File: src/rtl/clk_pkg.sv
// Shared clock-datapath definitions: BCD digit type and BCD/binary helpers
// used by the modulo counters and their validity checks.
package clk_pkg;

    localparam int         MAX_DIGITS = 6;
    localparam logic [3:0] BCD_MAX    = 4'd9;

    typedef logic [3:0]              bcd_digit_t;
    typedef logic [4*MAX_DIGITS-1:0] bcd_word_t;

    // Decimal value of a packed BCD word; digit 0 sits in bits [3:0].
    function automatic int unsigned bcd_to_bin(input bcd_word_t bcd);
        int unsigned acc;
        acc = 32'd0;
        for (int k = MAX_DIGITS - 1; k >= 0; k--) begin
            acc = (acc * 32'd10) + 32'(bcd[4*k +: 4]);
        end
        return acc;
    endfunction

    // Packed BCD encoding of a binary value (used for elaboration constants).
    function automatic bcd_word_t bin_to_bcd(input int unsigned value);
        bcd_word_t   res;
        int unsigned rem;
        res = '0;
        rem = value;
        for (int k = 0; k < MAX_DIGITS; k++) begin
            res[4*k +: 4] = 4'(rem % 32'd10);
            rem           = rem / 32'd10;
        end
        return res;
    endfunction

endpackage

File: src/rtl/bcd_digit.sv
// One BCD digit of a modulo counter. Increments wrap 9->0 and decrements
// wrap 0->9; the carry/borrow outputs enable the next digit up.
module bcd_digit
    import clk_pkg::*;
(
    input  logic       clk,
    input  logic       rst_n,
    input  logic       clr,
    input  logic       load,
    input  bcd_digit_t load_val,
    input  logic       inc,
    input  logic       dec,
    input  logic       carry_in,
    input  logic       borrow_in,
    output logic       carry_out,
    output logic       borrow_out,
    output bcd_digit_t q
);

    bcd_digit_t q_r;

    assign carry_out  = inc & carry_in  & (q_r == BCD_MAX);
    assign borrow_out = dec & borrow_in & (q_r == 4'd0);
    assign q          = q_r;

    // Digit register: clear beats load, load beats counting.
    always_ff @(posedge clk or negedge rst_n) begin
        if (!rst_n) begin
            q_r <= 4'd0;
        end else if (clr) begin
            q_r <= 4'd0;
        end else if (load) begin
            q_r <= load_val;
        end else if (inc && carry_in) begin
            q_r <= (q_r == BCD_MAX) ? 4'd0 : (q_r + 4'd1);
        end else if (dec && borrow_in) begin
            q_r <= (q_r == 4'd0) ? BCD_MAX : (q_r - 4'd1);
        end else begin
            q_r <= q_r;
        end
    end

endmodule

File: src/rtl/bcd_mod_counter.sv
// Multi-digit BCD modulo counter with up/down count, clear, checked parallel
// load, registered wrap pulse and combinational terminal count for cascading.
module bcd_mod_counter
    import clk_pkg::*;
#(
    parameter int DIGITS  = 2,
    parameter int MODULUS = 60
) (
    input  logic                clk,
    input  logic                rst_n,
    input  logic                en,
    input  logic                up_dn,
    input  logic                clr,
    input  logic                load,
    input  logic [4*DIGITS-1:0] load_val,
    output logic [4*DIGITS-1:0] count,
    output logic                tc,
    output logic                co,
    output logic                load_err
);

    localparam int          W        = 4 * DIGITS;
    localparam int unsigned MAX_BIN  = 32'(MODULUS - 1);
    localparam bcd_word_t   MAX_WORD = bin_to_bcd(MAX_BIN);
    localparam logic [W-1:0] MAX_BCD = MAX_WORD[W-1:0];

    if ((DIGITS < 1) || (DIGITS > MAX_DIGITS)) begin : g_bad_digits
        $error("bcd_mod_counter: DIGITS must be in 1..6");
    end
    if ((MODULUS < 2) || (MODULUS > 10**DIGITS)) begin : g_bad_modulus
        $error("bcd_mod_counter: MODULUS must be in 2..10**DIGITS");
    end

    logic [W-1:0] count_s;
    logic         at_max_s;
    logic         at_zero_s;
    logic         lv_digits_ok_s;
    logic         lv_in_range_s;
    logic         load_ok_s;
    logic         wrap_s;
    logic         step_s;
    logic         inc_s;
    logic         dec_s;
    logic         dig_load_s;
    logic [W-1:0] dig_load_val_s;
    logic [1:0]   chain_unused_s;
    logic         co_r;
    logic         load_err_r;

    // Load value must be pure BCD and lie below the modulus.
    always_comb begin
        lv_digits_ok_s = 1'b1;
        for (int k = 0; k < DIGITS; k++) begin
            if (load_val[4*k +: 4] > BCD_MAX) begin
                lv_digits_ok_s = 1'b0;
            end else begin
                lv_digits_ok_s = lv_digits_ok_s;
            end
        end
        lv_in_range_s = (bcd_to_bin(bcd_word_t'(load_val)) <= MAX_BIN);
        load_ok_s     = lv_digits_ok_s & lv_in_range_s;
    end

    // Terminal detection, wrap override and per-digit step/load controls.
    always_comb begin
        at_max_s   = (count_s == MAX_BCD);
        at_zero_s  = (count_s == {W{1'b0}});
        wrap_s     = en & ~clr & ~load & (up_dn ? at_max_s : at_zero_s);
        step_s     = en & ~clr & ~load & ~wrap_s;
        inc_s      = step_s & up_dn;
        dec_s      = step_s & ~up_dn;
        dig_load_s = (load & ~clr & load_ok_s) | wrap_s;
        if (wrap_s) begin
            dig_load_val_s = up_dn ? {W{1'b0}} : MAX_BCD;
        end else begin
            dig_load_val_s = load_val;
        end
    end

    for (genvar k = 0; k < DIGITS; k++) begin : g_digit
        logic       cin_s;
        logic       bin_s;
        logic       cout_s;
        logic       bout_s;
        bcd_digit_t q_s;

        if (k == 0) begin : g_first
            assign cin_s = 1'b1;
            assign bin_s = 1'b1;
        end else begin : g_next
            assign cin_s = g_digit[k-1].cout_s;
            assign bin_s = g_digit[k-1].bout_s;
        end

        bcd_digit u_digit (
            .clk        (clk),
            .rst_n      (rst_n),
            .clr        (clr),
            .load       (dig_load_s),
            .load_val   (dig_load_val_s[4*k +: 4]),
            .inc        (inc_s),
            .dec        (dec_s),
            .carry_in   (cin_s),
            .borrow_in  (bin_s),
            .carry_out  (cout_s),
            .borrow_out (bout_s),
            .q          (q_s)
        );

        assign count_s[4*k +: 4] = q_s;
    end

    // The top digit's carry/borrow has nowhere to go; wrap is decided by the modulus compare.
    assign chain_unused_s = {g_digit[DIGITS-1].cout_s, g_digit[DIGITS-1].bout_s};

    // One-cycle pulses: wrap accompanies the wrapped value, load_err flags a rejected load.
    always_ff @(posedge clk or negedge rst_n) begin
        if (!rst_n) begin
            co_r       <= 1'b0;
            load_err_r <= 1'b0;
        end else begin
            co_r       <= wrap_s;
            load_err_r <= load & ~clr & ~load_ok_s;
        end
    end

    assign count    = count_s;
    assign tc       = up_dn ? at_max_s : at_zero_s;
    assign co       = co_r;
    assign load_err = load_err_r;

endmodule

File: config.mk
export PLATFORM = sky130hd
export DESIGN_NAME = bcd_mod_counter
export DESIGN_NICKNAME = d
export VERILOG_FILES = /design/src/rtl/clk_pkg.sv /design/src/rtl/bcd_digit.sv /design/src/rtl/bcd_mod_counter.sv
export SDC_FILE = /design/constraint.sdc
export NUM_CORES = 1
export LEC_CHECK = 0
export ABC_AREA = 1
export CAP_MARGIN = 10
export CORE_ASPECT_RATIO = 1.1
export CORE_UTILIZATION = 57
export CTS_BUF_LIST = sky130_fd_sc_hd__clkbuf_4 sky130_fd_sc_hd__clkbuf_8 sky130_fd_sc_hd__clkbuf_16
export CTS_CLUSTER_SIZE = 28
export DETAILED_ROUTE_END_ITERATION = 8
export PLACE_DENSITY = 0.83
export SYNTH_ARGS = -nofsm -noshare
export SYNTH_HDL_FRONTEND = slang
export SYNTH_HIERARCHICAL = 1
export SYNTH_SLANG_ARGS = --single-unit
File: constraint.sdc
create_clock -name clk -period 6.3 [get_ports clk]
set_input_delay 0.945 -clock clk [delete_from_list [all_inputs] [get_ports clk]]
set_output_delay 0.945 -clock clk [all_outputs]
set_load 0.005 [all_outputs]
==> results of run 1 <==
-- placed cells by master (no fill, tap or decap), types with 4 or more instances in the layout --
cell type        instances
inv_2                    5
clkdlybuf4s50_1         24
inv_1                   33
nand4_1                  7
nand2_1                 69
nor2_2                   4
ha_1                    15
a21oi_1                  7
o21ai_0                  7
nor2_1                  26
dfrtp_1                 10
nand3_1                 25
-- power by group --
part           switching [mW]  leakage, nW  internal, mW
clock network          0.0202       0.0138        0.0220
registers              0.0469        0.130        0.0804
logic                   0.128        0.798         0.114
total                   0.196        0.942         0.217
-- through the flow --
step	instance area (sq um)	std cells	hold slack (ns)	worst slack (ns)	util [%]
2_1_floorplan	1385	227	0.6157	3.339	-
3_3_place_gp	1640	279	0.6571	2.646	72.11
3_5_place_dp	1640	279	0.6609	2.605	72.11
4_1_cts	1663	282	0.6715	2.887	73.10
5_1_grt	1663	282	0.7139	2.566	73.10
6_report	1663	282	0.6791	2.862	73.10
-- routing by layer --
metal / wire length, um / track usage [%] / part of all wire [%] / vias to the layer above
li1: - / - / - / 766
met1: 1439 / 34.66 / 47 / 667
met2: 1486 / 46.76 / 49 / 38
met3: 80 / 2.825 / 2.6 / 3
met4: 26 / 8.333 / 0.86 / 0
met5: 0 / 0 / 0 / -
-- area by class of cell --
type                            count  area share [%]
Timing Repair Buffer               24           14.45
Clock buffer                        3           1.354
Sequential cell                    10           15.05
Multi-Input combinational cell    177           58.31
Inverter                           38           8.578
Tap cell                           30           2.257
-- worst max-delay path: stages --
cell,delay (ns)
clkdlybuf4s50_1,0.49
ha_1,0.33
ha_1,0.21
inv_1,0.07
fa_1,0.42
nor3b_1,0.19
nand4_1,0.12
nand2_1,0.09
nand3_1,0.06
nand2_1,0.11
inv_2,0.09
nand4_1,0.13
nand2_1,0.11
nor2_1,0.15
nand2_1,0.08
nand2_1,0.06
-- worst paths after layout --
| path | startpoint | endpoint | depth (start not counted) |
|---|---|---|---|
| setup / recovery | load_val[5] | g_digit[1].u_digit/q[1] | 16 |
| hold / removal | g_digit[0].u_digit/q[1] | g_digit[0].u_digit/q[1] | 2 |
| setup reg to reg | g_digit[1].u_digit/q[2] | g_digit[1].u_digit/q[2] | 17 |
| hold reg to reg | g_digit[0].u_digit/q[1] | g_digit[0].u_digit/q[1] | 2 |
| max in group asynchronous | rst_n | g_digit[1].u_digit/q[3] | 1 |
| min in group asynchronous | rst_n | g_digit[0].u_digit/q[1] | 1 |
-- registers in the layout (all words and copies together), names as in the netlist --
| register | cells |
|---|---|
| co | 1 |
| g_digit.u_digit/q | 8 |
| load_err | 1 |
==> results.cfg, run 1 <==
[sta]
skew_ns = 0.006112
fin_crit_sh_pct = 54.57
setup_viol = 0
min_period_ns = 3.438
setup_tns_ns = 0
rsz0062_at_grt = no
maxSlewViolCount = 0
fmax_ghz = 0.2909
hold_viol_final = 0

[global_routing]
grt_usage_pct = 26.58
grt_max_degree = 12
gr-total-overflow = 0
grt_pass1_wl_um = 5402
antenna_found_initial = 0
grt_pass1_vias = 1270

[synthesis]
synth_area_sq_mm = 0.001381
avgSynthCellArea_sq_um = 6.112
ys_warn_count = 6
synth_cells = 226

[clock_network]
cts_tree = yes
cts.sinks = 10
numCtsBuffers = 3
htreeDepth = 1
clockRootBuffer = clkbuf_4
post_cts_resized = 0
cts_post_setup_buffers_inserted = 0
cts-hold-fix-buffers = 0
clkLatencyLatePin_ns = 0.27
clkTransAtPathRegs_ns = 0.06
clk_path_buf_depth = 2

[power]
power_density_mw_per_mm2 = 248.0
p_leak_nw = 0.9424
p_total_uw = 412.4
irDropWorstVdd_mv = 0.1558

[routing]
ant_nets = 0
wire_per_inst_um = 10.76
drt-pass1-iter-count = 4
drc = 0
vias = 1474
via_per_inst = 5.227
routed_wl_um = 3033
drt_iter0_drc = 57

[cells_and_area]
antennaDiodeCount = 0
multiInputGateArea_sq_um = 969.7
nNetsFinal = 285
fillers = 208
regArea_sq_um = 250.2
area_growth_syn_to_layout_pct = 20.38
drive_gt1_share_pct = 7.143

[run]
maxCapViolations = 0

[place]
dp_hpwl_um = 2485
io_buffers = 24
gp_congestion = 0.8775

[die]
initial_core_util_pct = 60.73
io_pins = 25
core_region_area_sq_mm = 0.002275
die_h_um = 53.63
num_rows = 18
die-area_sq_mm = 0.002624
die_x_um = 48.94

[setup_path]
required_ns = 6.51
crit_type = in -> reg
r2r_slack_ns = 3.68
cp-end-kind = flip-flop
cp_max_fo = 9
start_kind = input port
worst_ep_arrival_time_ns = 3.64

[worst_hold_path]
hold_class = reg -> reg

[outcome]
status = completed
(Power assumes the default switching activity.)
==> run 2: changes to the inputs <==
--- a/config.mk
+++ b/config.mk
@@ -8,11 +8,11 @@
 export ABC_AREA = 1
 export CAP_MARGIN = 10
 export CORE_ASPECT_RATIO = 1.1
-export CORE_UTILIZATION = 57
+export CORE_UTILIZATION = 53
 export CTS_BUF_LIST = sky130_fd_sc_hd__clkbuf_4 sky130_fd_sc_hd__clkbuf_8 sky130_fd_sc_hd__clkbuf_16
 export CTS_CLUSTER_SIZE = 28
 export DETAILED_ROUTE_END_ITERATION = 8
-export PLACE_DENSITY = 0.83
+export PLACE_DENSITY = 0.77
 export SYNTH_ARGS = -nofsm -noshare
 export SYNTH_HDL_FRONTEND = slang
 export SYNTH_HIERARCHICAL = 1
==> constraint.sdc (replaced) <==
create_clock -name clk -period 3.3 [get_ports clk]
set_input_delay 0.495 -clock clk [delete_from_list [all_inputs] [get_ports clk]]
set_output_delay 0.495 -clock clk [all_outputs]
set_load 0.005 [all_outputs]
==> results.cfg, run 2 (synthesized netlist as in run 1, its figures left out) <==
[outcome]
status = completed

[clock_network]
cts.sinks = 10
clkLatencyLatePin_ns = 0.26
cts_post_setup_buffers_inserted = 0
cts-hold-fix-buffers = 0
clk_path_buf_depth = 2
cts_tree = yes
htreeDepth = 1
numCtsBuffers = 3
clockRootBuffer = clkbuf_4
clkTransAtPathRegs_ns = 0.06
post_cts_resized = 0

[setup_path]
cp_max_fo = 9
crit_type = in -> reg
r2r_start = g_digit[1].u_digit/q[2]
worst_ep_arrival_time_ns = 3.12
r2r_end = g_digit[1].u_digit/q[2]
cp-end-kind = flip-flop
start_kind = input port
r2r_slack_ns = 0.73
r2r_cells = 17
required_ns = 3.49

[die]
io_pins = 25
core_region_area_sq_mm = 0.002472
die_x_um = 50.68
die-area_sq_mm = 0.002815
die_h_um = 55.55
num_rows = 19
initial_core_util_pct = 55.87

[sta]
skew_ns = 0.003783
maxSlewViolCount = 0
fin_crit_sh_pct = 88.75
fmax_ghz = 0.3414
setup_tns_ns = 0
hold_viol_final = 0
rsz0062_at_grt = no
min_period_ns = 2.929
setup_viol = 0

[routing]
wire_per_inst_um = 10.72
routed_wl_um = 3056
vias = 1432
drt_iter0_drc = 47
via_per_inst = 5.025
drc = 0
ant_nets = 0
drt-pass1-iter-count = 4

[power]
power_density_mw_per_mm2 = 468.6
irDropWorstVdd_mv = 0.3249
p_total_uw = 786.8
p_leak_nw = 0.9520

[place]
place_area_sq_mm = 0.001657
io_buffers = 24
place_inst = 282
dp_hpwl_um = 2488
gp_congestion = 0.8884

[cells_and_area]
final_area_sq_mm = 0.001679
antennaDiodeCount = 0
drive_gt1_share_pct = 7.874
nNetsFinal = 287
layout_commonest_cell = nand2_1
final_cell_mix = 69 x nand2_1, 33 x inv_1, 26 x nor2_1
area_growth_syn_to_layout_pct = 21.56
largest_reg_flops = 8
instances_no_fill = 285
postLayoutCoreUtil_pct = 67.92

[global_routing]
grt_use_met1_pct = 32.58
grt_use_met2_pct = 42.29
antenna_found_initial = 0
grt_usage_pct = 25.21
grt_pass1_vias = 1327
gr-max-usage-layer = met2
use_met3_pct = 2.755
grt_pass1_wl_um = 5540
gr-total-overflow = 0
grt_max_degree = 12

[run]
maxCapViolations = 0

[worst_hold_path]
hold_class = in -> async
[run 2: area by class of cell]
cell class,count,area [sq um]
flip-flops and latches,10,250.2
inverters,38,142.6
multi-input cells,177,969.7
repair buffers,26,255.2
fillers,242,793.3
well taps,31,38.79
clock buffers,3,22.52
[run 2: critical path: stages]
cell             delay [ns]
clkdlybuf4s50_1        0.42
ha_1                   0.30
ha_1                   0.22
inv_1                  0.07
fa_1                   0.42
nor3b_1                0.20
nand4_1                0.12
nand2_1                0.10
nand3_1                0.07
nand2_1                0.11
inv_2                  0.10
nand4_1                0.14
nand2_1                0.12
nor2_1                 0.10
nand2_1                0.06
o21ai_0                0.06
[run 2: stage by stage]
stage / setup WS (ns) / hold slack (ns)
after floorplan: 0.7891 / 0.1994
after global placement: 0.1755 / 0.6609
after detailed placement: 0.1092 / 0.6581
after CTS: 0.3732 / 0.5404
after global routing: 0.1295 / 0.5641
final: 0.3711 / 0.5331
[run 2: worst max path at each step]
stage	start	endpoint	cells after the start
global route	load_val[4]	g_digit[0].u_digit/q[0]	18
global placement	load_val[5]	g_digit[0].u_digit/q[2]	16
CTS	load_val[5]	g_digit[0].u_digit/q[2]	16
detailed placement	load_val[5]	g_digit[0].u_digit/q[2]	16
floorplan	load_val[5]	g_digit[0].u_digit/q[0]	15
finish	load_val[5]	g_digit[0].u_digit/q[0]	16
[run 2: power breakdown]
| part | switching (mW) | leakage, nW | internal (mW) |
|---|---|---|---|
| Combinational | 0.244 | 0.808 | 0.220 |
| Sequential | 0.0895 | 0.130 | 0.153 |
| Clock | 0.0382 | 0.0138 | 0.0420 |
| Total | 0.371 | 0.952 | 0.416 |
[run 2: per-layer routing]
metal,routed length (um),vias to the layer above,part of all wire (%)
li1,-,766,-
met1,1504,621,49
met2,1408,38,46
met3,94,7,3.1
met4,48,0,1.6
met5,0,-,0
